<file path="src/rtl/wb_imem_dmem_arbiter.sv">
// ---------------------------------------------------------------------------
// wb_imem_dmem_arbiter
//
// Merges the core's instruction fetch port (iwb) and data port (dwb) onto a
// single shared Wishbone port (m_*) feeding a unified single-port RAM.
//
// Arbitration happens once per transfer. A grant covers exactly one transfer
// and ends when the slave acks or errs, when the owning master drops cyc, or
// when the bus watchdog expires. One IDLE cycle always separates two grants.
//
// Handshake: a master requests with cyc & stb held high. While it owns the
// bus its cyc/stb pass straight through to m_cyc_o/m_stb_o. The transfer
// completes in the cycle the slave raises m_ack_i (or m_err_i), which is
// forwarded combinationally to the owner only. The master must keep its
// request stable until that cycle.
//
// Ports
//   clk, rst_n                  clock (rising edge), async active-low reset
//   iwb_adr_i, iwb_cyc_i,
//   iwb_stb_i                   fetch request (read-only master)
//   iwb_dat_o, iwb_ack_o,
//   iwb_err_o                   fetch response
//   dwb_adr_i, dwb_dat_i,
//   dwb_we_i, dwb_sel_i,
//   dwb_cyc_i, dwb_stb_i        data request
//   dwb_dat_o, dwb_ack_o,
//   dwb_err_o                   data response
//   m_adr_o, m_dat_o, m_sel_o,
//   m_we_o, m_cyc_o, m_stb_o    shared-port request
//   m_dat_i, m_ack_i, m_err_i   shared-port response
//   grant_o                     current owner: 00 idle, 01 iwb, 10 dwb
//   timeout_o                   one-cycle pulse when the watchdog fires
// ---------------------------------------------------------------------------
module wb_imem_dmem_arbiter #(
    parameter int ADDR_WIDTH     = 32,
    parameter int DATA_WIDTH     = 32,
    parameter int DATA_PRIORITY  = 1,
    parameter int TIMEOUT_CYCLES = 255
) (
    input  logic                    clk,
    input  logic                    rst_n,

    input  logic [ADDR_WIDTH-1:0]   iwb_adr_i,
    input  logic                    iwb_cyc_i,
    input  logic                    iwb_stb_i,
    output logic [DATA_WIDTH-1:0]   iwb_dat_o,
    output logic                    iwb_ack_o,
    output logic                    iwb_err_o,

    input  logic [ADDR_WIDTH-1:0]   dwb_adr_i,
    input  logic [DATA_WIDTH-1:0]   dwb_dat_i,
    input  logic                    dwb_we_i,
    input  logic [DATA_WIDTH/8-1:0] dwb_sel_i,
    input  logic                    dwb_cyc_i,
    input  logic                    dwb_stb_i,
    output logic [DATA_WIDTH-1:0]   dwb_dat_o,
    output logic                    dwb_ack_o,
    output logic                    dwb_err_o,

    output logic [ADDR_WIDTH-1:0]   m_adr_o,
    output logic [DATA_WIDTH-1:0]   m_dat_o,
    output logic [DATA_WIDTH/8-1:0] m_sel_o,
    output logic                    m_we_o,
    output logic                    m_cyc_o,
    output logic                    m_stb_o,
    input  logic [DATA_WIDTH-1:0]   m_dat_i,
    input  logic                    m_ack_i,
    input  logic                    m_err_i,

    output logic [1:0]              grant_o,
    output logic                    timeout_o
);

    localparam int SEL_WIDTH = DATA_WIDTH / 8;

    // The counter only ever has to reach TIMEOUT_CYCLES-1 before the grant
    // is torn down, so clog2(TIMEOUT_CYCLES) bits suffice.
    localparam int CNT_WIDTH = (TIMEOUT_CYCLES > 1) ? $clog2(TIMEOUT_CYCLES) : 1;
    localparam logic [CNT_WIDTH-1:0] WD_LAST =
        (TIMEOUT_CYCLES > 0) ? CNT_WIDTH'(TIMEOUT_CYCLES - 1) : '0;
    localparam bit WD_ENABLED = (TIMEOUT_CYCLES > 0);
    localparam bit DPRIO      = (DATA_PRIORITY != 0);

    // State encoding doubles as the grant_o value.
    typedef enum logic [1:0] {
        IDLE  = 2'b00,
        GNT_I = 2'b01,
        GNT_D = 2'b10
    } state_t;

    state_t               state;
    logic                 last_d;     // 1: dwb held the most recent grant
    logic [CNT_WIDTH-1:0] wd_cnt;

    logic req_i;
    logic req_d;
    logic owner_cyc;
    logic bus_done;
    logic wd_expire;
    logic release_gnt;
    logic pick_d;

    assign req_i = iwb_cyc_i & iwb_stb_i;
    assign req_d = dwb_cyc_i & dwb_stb_i;

    // dwb wins if it is alone, if data has fixed priority, or if iwb was
    // the last owner (round-robin fairness).
    assign pick_d = req_d & (~req_i | DPRIO | ~last_d);

    always_comb begin
        owner_cyc = 1'b0;
        case (state)
            GNT_I:   owner_cyc = iwb_cyc_i;
            GNT_D:   owner_cyc = dwb_cyc_i;
            default: owner_cyc = 1'b0;
        endcase
    end

    assign bus_done = m_ack_i | m_err_i;

    // Expiry only fires when the slave is still silent in the last allowed
    // cycle; a late ack in that same cycle completes the transfer normally.
    assign wd_expire = WD_ENABLED && (state != IDLE) &&
                       (wd_cnt == WD_LAST) && !bus_done;

    assign release_gnt = (state != IDLE) & (bus_done | ~owner_cyc | wd_expire);

    // ------------------------------------------------------------------
    // Arbiter FSM
    // ------------------------------------------------------------------
    always_ff @(posedge clk or negedge rst_n) begin
        if (!rst_n) begin
            state  <= IDLE;
            last_d <= 1'b0;
            wd_cnt <= '0;
        end else begin
            case (state)
                IDLE: begin
                    wd_cnt <= '0;
                    if (pick_d) begin
                        state <= GNT_D;
                    end else if (req_i) begin
                        state <= GNT_I;
                    end
                end
                GNT_I, GNT_D: begin
                    if (release_gnt) begin
                        state  <= IDLE;
                        last_d <= (state == GNT_D);
                    end else if (WD_ENABLED) begin
                        wd_cnt <= wd_cnt + 1'b1;
                    end
                end
                default: begin
                    state <= IDLE;
                end
            endcase
        end
    end

    assign grant_o = state;

    // Read data is not gated: the ack is what qualifies it.
    assign iwb_dat_o = m_dat_i;
    assign dwb_dat_o = m_dat_i;

    // ------------------------------------------------------------------
    // Shared-port mux and response routing
    // ------------------------------------------------------------------
    always_comb begin
        m_adr_o   = '0;
        m_dat_o   = '0;
        m_sel_o   = '0;
        m_we_o    = 1'b0;
        m_cyc_o   = 1'b0;
        m_stb_o   = 1'b0;
        iwb_ack_o = 1'b0;
        iwb_err_o = 1'b0;
        dwb_ack_o = 1'b0;
        dwb_err_o = 1'b0;
        timeout_o = 1'b0;
        case (state)
            GNT_I: begin
                // Fetch port is a read-only, full-word master.
                m_adr_o   = iwb_adr_i;
                m_sel_o   = {SEL_WIDTH{1'b1}};
                m_cyc_o   = iwb_cyc_i & ~wd_expire;
                m_stb_o   = iwb_stb_i & ~wd_expire;
                iwb_ack_o = m_ack_i;
                iwb_err_o = m_err_i | wd_expire;
                timeout_o = wd_expire;
            end
            GNT_D: begin
                m_adr_o   = dwb_adr_i;
                m_dat_o   = dwb_dat_i;
                m_sel_o   = dwb_sel_i;
                m_we_o    = dwb_we_i;
                m_cyc_o   = dwb_cyc_i & ~wd_expire;
                m_stb_o   = dwb_stb_i & ~wd_expire;
                dwb_ack_o = m_ack_i;
                dwb_err_o = m_err_i | wd_expire;
                timeout_o = wd_expire;
            end
            default: begin
                // IDLE: bus quiet, stray slave responses dropped.
            end
        endcase
    end

endmodule

</file>
<file path="config.mk">
export PLATFORM = sky130hd
export DESIGN_NAME = wb_imem_dmem_arbiter
export DESIGN_NICKNAME = d
export VERILOG_FILES = /design/src/rtl/wb_imem_dmem_arbiter.sv
export SDC_FILE = /design/constraint.sdc
export NUM_CORES = 1
export LEC_CHECK = 0
export BUFFER_PORTS_ARGS = -buffer_cell sky130_fd_sc_hd__buf_2
export CAP_MARGIN = 20
export CELL_PAD_IN_SITES_DETAIL_PLACEMENT = 1
export CELL_PAD_IN_SITES_GLOBAL_PLACEMENT = 2
export CORE_MARGIN = 1
export CORE_UTILIZATION = 12
export CTS_CLUSTER_DIAMETER = 80
export DETAILED_ROUTE_END_ITERATION = 6
export PLACE_DENSITY_LB_ADDON = 0.12
export SYNTH_ARGS = -nofsm -noshare
export SYNTH_HDL_FRONTEND = slang
export SYNTH_SLANG_ARGS = --single-unit
</file>
<file path="constraint.sdc">
create_clock -name clk -period 2.7 [get_ports clk]
set_clock_uncertainty 0.1 [all_clocks]
set_input_delay 0.54 -clock clk [delete_from_list [all_inputs] [get_ports clk]]
set_output_delay 0.54 -clock clk [all_outputs]
set_load 0.02 [all_outputs]
</file>
## Yosys cells after proc, flatten, opt, wreduce, memory -nomap -nowiden

Cells that the tools add are included.

| word-level totals | value |
|---|---|
| bits in registers | 10 |
| bits of input ports | 141 |
| output and inout bits | 142 |
| word-level logic and storage cells | 49 |

| operators by class | value |
|---|---|
| add/subtract/negate cells | 1 |
| equal/unequal tests | 6 |
| muxes and demuxes | 18 |
| bitwise gates (word level) | 13 |
| reductions and logical operators | 9 |

Operators with widths:

| cell | number |
|---|---|
| $pmux 32 s2 | 1 |
| $mux 32 | 1 |
| $pmux 8 s2 | 1 |
| $add 8x1->8 const B | 1 |
| $eq 8x8->1 const B | 1 |
| $mux 8 | 1 |
| $pmux 4 s2 | 1 |
| $and 1x1->1 | 7 |
| $mux 1 | 6 |
| $mux 2 | 3 |
| $pmux 1 s2 | 3 |
| $or 1x1->1 | 4 |
| $pmux 2 s2 | 1 |
| $reduce_and 2->1 | 2 |
| $reduce_bool 2->1 | 2 |
| $ne 3x3->1 const B | 1 |
| $eq 2x1->1 const B | 1 |
| $eq 2x2->1 const B | 1 |
| $logic_and 1x1->1 | 2 |
| $logic_not 2->1 | 1 |
| $ne 2x1->1 const B | 1 |
| $ne 2x2->1 const B | 1 |
| $not 1->1 | 2 |
| $reduce_or 2->1 | 1 |
| $logic_not 1->1 | 1 |

## Depth between registers and ports, before layout

| logic depth | value |
|---|---|
| depth after elaboration | 8 |
| mapped depth | 7 |
| gate-level depth less buffers | 6 |

## Worst setup path after synthesis

Ideal clock, no wire load.

| timing | value |
|---|---|
| path type | flip-flop to output port |
| from | register state[0], in the netlist grant_o[0] |
| to | output port m_adr_o[0] |
| arrival | 1,744 ps |
| required time | 2,060 ps |
| setup slack | 316 ps |
| stages on the path, launching flop included | 7 |
| path buffers | 2 |
| path through | dfrtp_1 > inv_1 > ha_1 > clkbuf_1 > buf_1 > a22oi_1 > nor2_1 |

| on the way | value |
|---|---|
| cells in the longest elaborated chain, start to end | 2 |
| elaborated cells between the ends (all ways) | 3 |
| classes of those cells | eq/ne: 2; mux: 1 |

RTL lines:

| item | line | text |
|---|---|---|
| start, declared | 91 | `state_t state;` |
| start signal, assigned | 133 | `state <= IDLE;` |
| start signal, assigned | 141 | `state <= GNT_D;` |
| start signal, assigned | 143 | `state <= GNT_I;` |
| $eq 2x2->1 or $eq 2x1->1 (tied branches) | n/a |  |
| $pmux 32 s2 * | 182 | `case (state)` |
| end, declared | 60 | `output logic [ADDR_WIDTH-1:0] m_adr_o,` |

Every way passes the cells marked *; elsewhere a longest branch is shown, timed or not.

## Worst setup path after layout

| timing | value |
|---|---|
| from | register state[1], in the netlist grant_o[1] |
| to | output port timeout_o |

| on the way | value |
|---|---|
| cells in the longest elaborated chain, start to end | 4 |
| elaborated cells between the ends (all ways) | 7 |
| classes of those cells | eq/ne: 2; mux: 1; reduce/logical: 4 |

RTL lines:

| item | line | text |
|---|---|---|
| $reduce_bool 2->1 | 123 | `assign wd_expire = WD_ENABLED && (state != IDLE) &&` |
| $logic_and 1x1->1 | 123 |  |
| $logic_and 1x1->1 | 124 | `(wd_cnt == WD_LAST) && !bus_done;` |
| $mux 1 * | 182 |  |
| end, declared | 71 | `output logic timeout_o` |

Marked as above.

==> reports/qor_table.md <==
| Step | Result | This run |
|:---|:---|:---|
| outcome | Outcome | finished, final reports clean |
| layout | Post-layout net count | 530 |
| sta | Crit path time final | 2550 ps |
| route | Number of search-and-repair iterations in the first detailed-routing pass | 5 |
| layout | Layout overhead on the synthesized area | 41.4% |
| sta | Worst hold slack across all endpoints | 86.6 ps |
| cts | Total CTS buffers | 3 |
| sta | Number of endpoints failing setup at the final stage | 0 |
| floorplanning | Number of standard-cell rows in the floorplan | 45 |
| power and ir drop | Worst IR Drop VDD | 0.000240 V |
| place | Routability cong. | 0.698 |
| sta | Fin. max-slew vios | 0 |
| global routing | Wire length of the first global-routing pass | 12.6 mm |
| synth | Number of synthesized flops with an enable pin | 0 |
| sta | Transition time at the pin with the least slew margin | 510 ps |
| floorplanning | Core area | 0.0154 mm² |
| floorplanning | Die area | 0.0165 mm² |
| layout | Most used cells in the layout excluding fill and tap cells | sky130_fd_sc_hd__buf_2 (186), sky130_fd_sc_hd__nor2_1 (41), sky130_fd_sc_hd__and2_1 (37), sky130_fd_sc_hd__a22oi_1 (33), sky130_fd_sc_hd__dfrtp_1 (10) |
| cts | Clock-pin slew on the worst setup and hold paths | 40 ps |
| route | Wire length reported by the detailed router | 9.21 mm |
| cts | CTS Root Cell | sky130_fd_sc_hd__clkbuf_16 |
| place | Number of I/O port buffers | 186 |
| critical path | Endpoint type of the worst setup path | output port |
| floorplanning | Overall die height | 128 µm |
| synth | Number of warning messages in the yosys log | 0 |
| place | HPWL after detailed placement | 7.54 mm |
| global routing | Overall routing resource usage | 9.95% |
| cts | TritonCTS clock tree | built |
| critical path | Largest fanout of any net on the critical path | 5 |
| worst hold path | HP Class | input pin to async pin |
| sta | Setup total negative slack | 0 ps |
| layout | Area occupied by registers | 250 µm² |
| layout | Most frequent standard cell in the layout excluding fill and tap cells | sky130_fd_sc_hd__buf_2 |
| synth | Post-Synthesis Net Count | 413 |
| route | Vias/cell | 3.79 |
| synth | Distinct cells, synth | 37 |
| critical path | Cell type of the slowest stage on the worst timing path | sky130_fd_sc_hd__dfrtp_1 |
| floorplanning | Width of the chip | 128 µm |
| critical path | Required time of the critical path | 2060 ps |
| synth | Average size of a mapped cell | 7.17 µm² |
| sta | RSZ-0062 raised after global routing | false |
| critical path | Crit-path cells | inv_1 > ha_2 > nor4b_4 > nand4_1 > nor2_1 > buf_2 |
| route | Number of vias after detailed routing | 2248 |
| sta | Maximum clock rate | 393 MHz |
| sta | Worst relative slew slack | 65.9% |
| synth | Post-Synthesis Cells | 267 |
| synth | Number of register bits inferred by synthesis | 10 |
| cts | Buffer depth of the longest clock path | 2 |
| synth | Main flop type after synthesis | sky130_fd_sc_hd__dfrtp_1 |
| global routing | Overflow left after global routing | 0 |
| route | Drt drc | 0 |
| global routing | Pin count of the biggest net entering global routing | 46 |
| critical path | Path type of the worst setup path | register to output port |
| route | Post-route antenna net violation count | 0 |
| critical path | Category of the worst setup path launch point | register |
| floorplanning | Initial standard-cell utilization of the core | 12.5% |
| route | Routed wirelength normalized by instance count | 15.5 µm |
| synth | Seq/Total Area, Yosys | 13.1% |
| layout | Fill cell count | 1927 |
| sta | Final count of hold timing violations | 0 |
| layout | Multi-input combinational cell area | 0.00110 mm² |
| power and ir drop | Lkg Pwr | 1.45 nW |
| power and ir drop | PwrDens | 760 mW/mm² |
| flow run | Number of violations of the max-capacitance limit | 0 |
| cts | Worst-skew pair later-pin latency | 240 ps |
| critical path | Worst stage delay on the critical path | 410 ps |
| global routing | Number of global-route vias before repair | 2157 |
| synth | Async set or reset register ratio after synthesis | 100% |
| sta | Period utilisation layout | 94.3% |
| route | Number of design-rule violations left by the first detailed-router iteration | 63 |
| layout | Ratio of cells with drive above 1 in the final layout | 53.1% |
| floorplanning | Count of boundary I/O pins | 283 |
| critical path | Worst Path Arrival | 1910 ps |
| cts | Hold buffers post-CTS | 0 |
| global routing | Initial antenna violation count | 0 |
| synth | Area of the mapped netlist | 0.00192 mm² |
| layout | Post-Route Utilization | 17.6% |
| cts | Clock sinks | 10 |
| layout | Antenna diodes | 0 |
| cts | Clock H-tree levels | 1 |
## synth_stat cells (all sizes together), types with 2 or more instances
master	n	area [µm²]
dfrtp	10	250
nand4	2	12.5
a221o	5	50.1
mux2i	3	30.0
and2	37	231
inv	6	22.5
a21oi	5	25.0
ha	5	62.6
nor4	2	12.5
nor3	4	20.0
clkbuf	9	33.8
a22o	2	17.5
a22oi	33	248
nor2	42	160
o21ai	3	15.0
nand3	4	20.0
nor4b	2	32.5
o21a	2	15.0
nand2	6	22.5
buf	72	518
## kinds of logic (layout without fill, tap and decap cells)
| logic type | Yosys count | in the layout | synth area share (%) |
|---|---|---|---|
| adders and majority gates | 5 | 5 | 3.27 |
| DFF | 10 | 10 | 13.1 |
| xor gates and xnor gates | 1 | 1 | 0.457 |
| muxes | 4 | 4 | 2.16 |
| and+or+nand+nor | 104 | 104 | 28.9 |
| AOI/OAI and AO/OA | 56 | 56 | 22.2 |
| buffers and inverters | 87 | 202 | 30.0 |
## state kept, by name (all words and copies together), names as in the netlist
signal / flops
wd_cnt: 8
grant_o: 2
## through the flow
step	setup slack (ps)	area [µm²]	total power (W)	cells
floorplan	316	1920	0.00135	267
global placement	282	2630	0.00185	590
detailed placement	217	2630	0.00183	590
CTS	71.0	2710	0.00211	593
global route	60.5	2710	0.00222	593
finish	154	2710	0.00206	593
## power by group
group	leakage, nW	total, W	switching (W)	internal [W]
Combinational	1.27	0.00160	0.00105	0.000545
Clock	0.0370	0.000262	0.0000702	0.000192
Sequential	0.136	0.000200	0.0000275	0.000173
Total	1.45	0.00206	0.00115	0.000910
## repair_timing
item,4_1_cts,5_1_grt
gates cloned,0,0
gates resized for setup,1,1
endpoints found under the setup margin,2,2
buffers inserted,0,0
pin swaps,0,0
## worst max-delay path: cells and delay by family (launching register included)
kind	cells	cell delay (ps)
and+or+nand+nor	3	730
adders and majority gates	1	230
DFF	1	410
buffers and inverters	2	300
## worst paths after layout
kind,start,end,slack [ps],cells past startpoint
setup reg to reg,grant_o[1]$_DFFE_PN0P_,wd_cnt[6]$_DFFE_PN0P_,490,7
min in group clk,wd_cnt[7]$_DFFE_PN0P_,wd_cnt[7]$_DFFE_PN0P_,470,1
max in group asynchronous,rst_n,wd_cnt[6]$_DFFE_PN0P_,2190,1
setup / recovery,grant_o[1]$_DFFE_PN0P_,timeout_o,150,6
hold reg to reg,wd_cnt[7]$_DFFE_PN0P_,wd_cnt[7]$_DFFE_PN0P_,470,1
hold / removal,rst_n,wd_cnt[0]$_DFFE_PN0P_,90,1
## metal layers
layer / global-route usage [%] / vias to the layer above / wire (µm)
met4: 2.56 / 0 / 119
met1: 10.5 / 1035 / 3380
met5: 0 / - / 0
li1: - / 1085 / -
met3: 1.41 / 20 / 642
met2: 20.3 / 108 / 5070
## cell type report
cell class / count / share of cell area [%]
Inverter: 6 / 0.831
Tap cell: 211 / 9.75
Clock buffer: 3 / 2.77
Multi-Input combinational cell: 170 / 40.6
Timing Repair Buffer: 193 / 36.8
Sequential cell: 10 / 9.24
(Power assumes the default switching activity.)
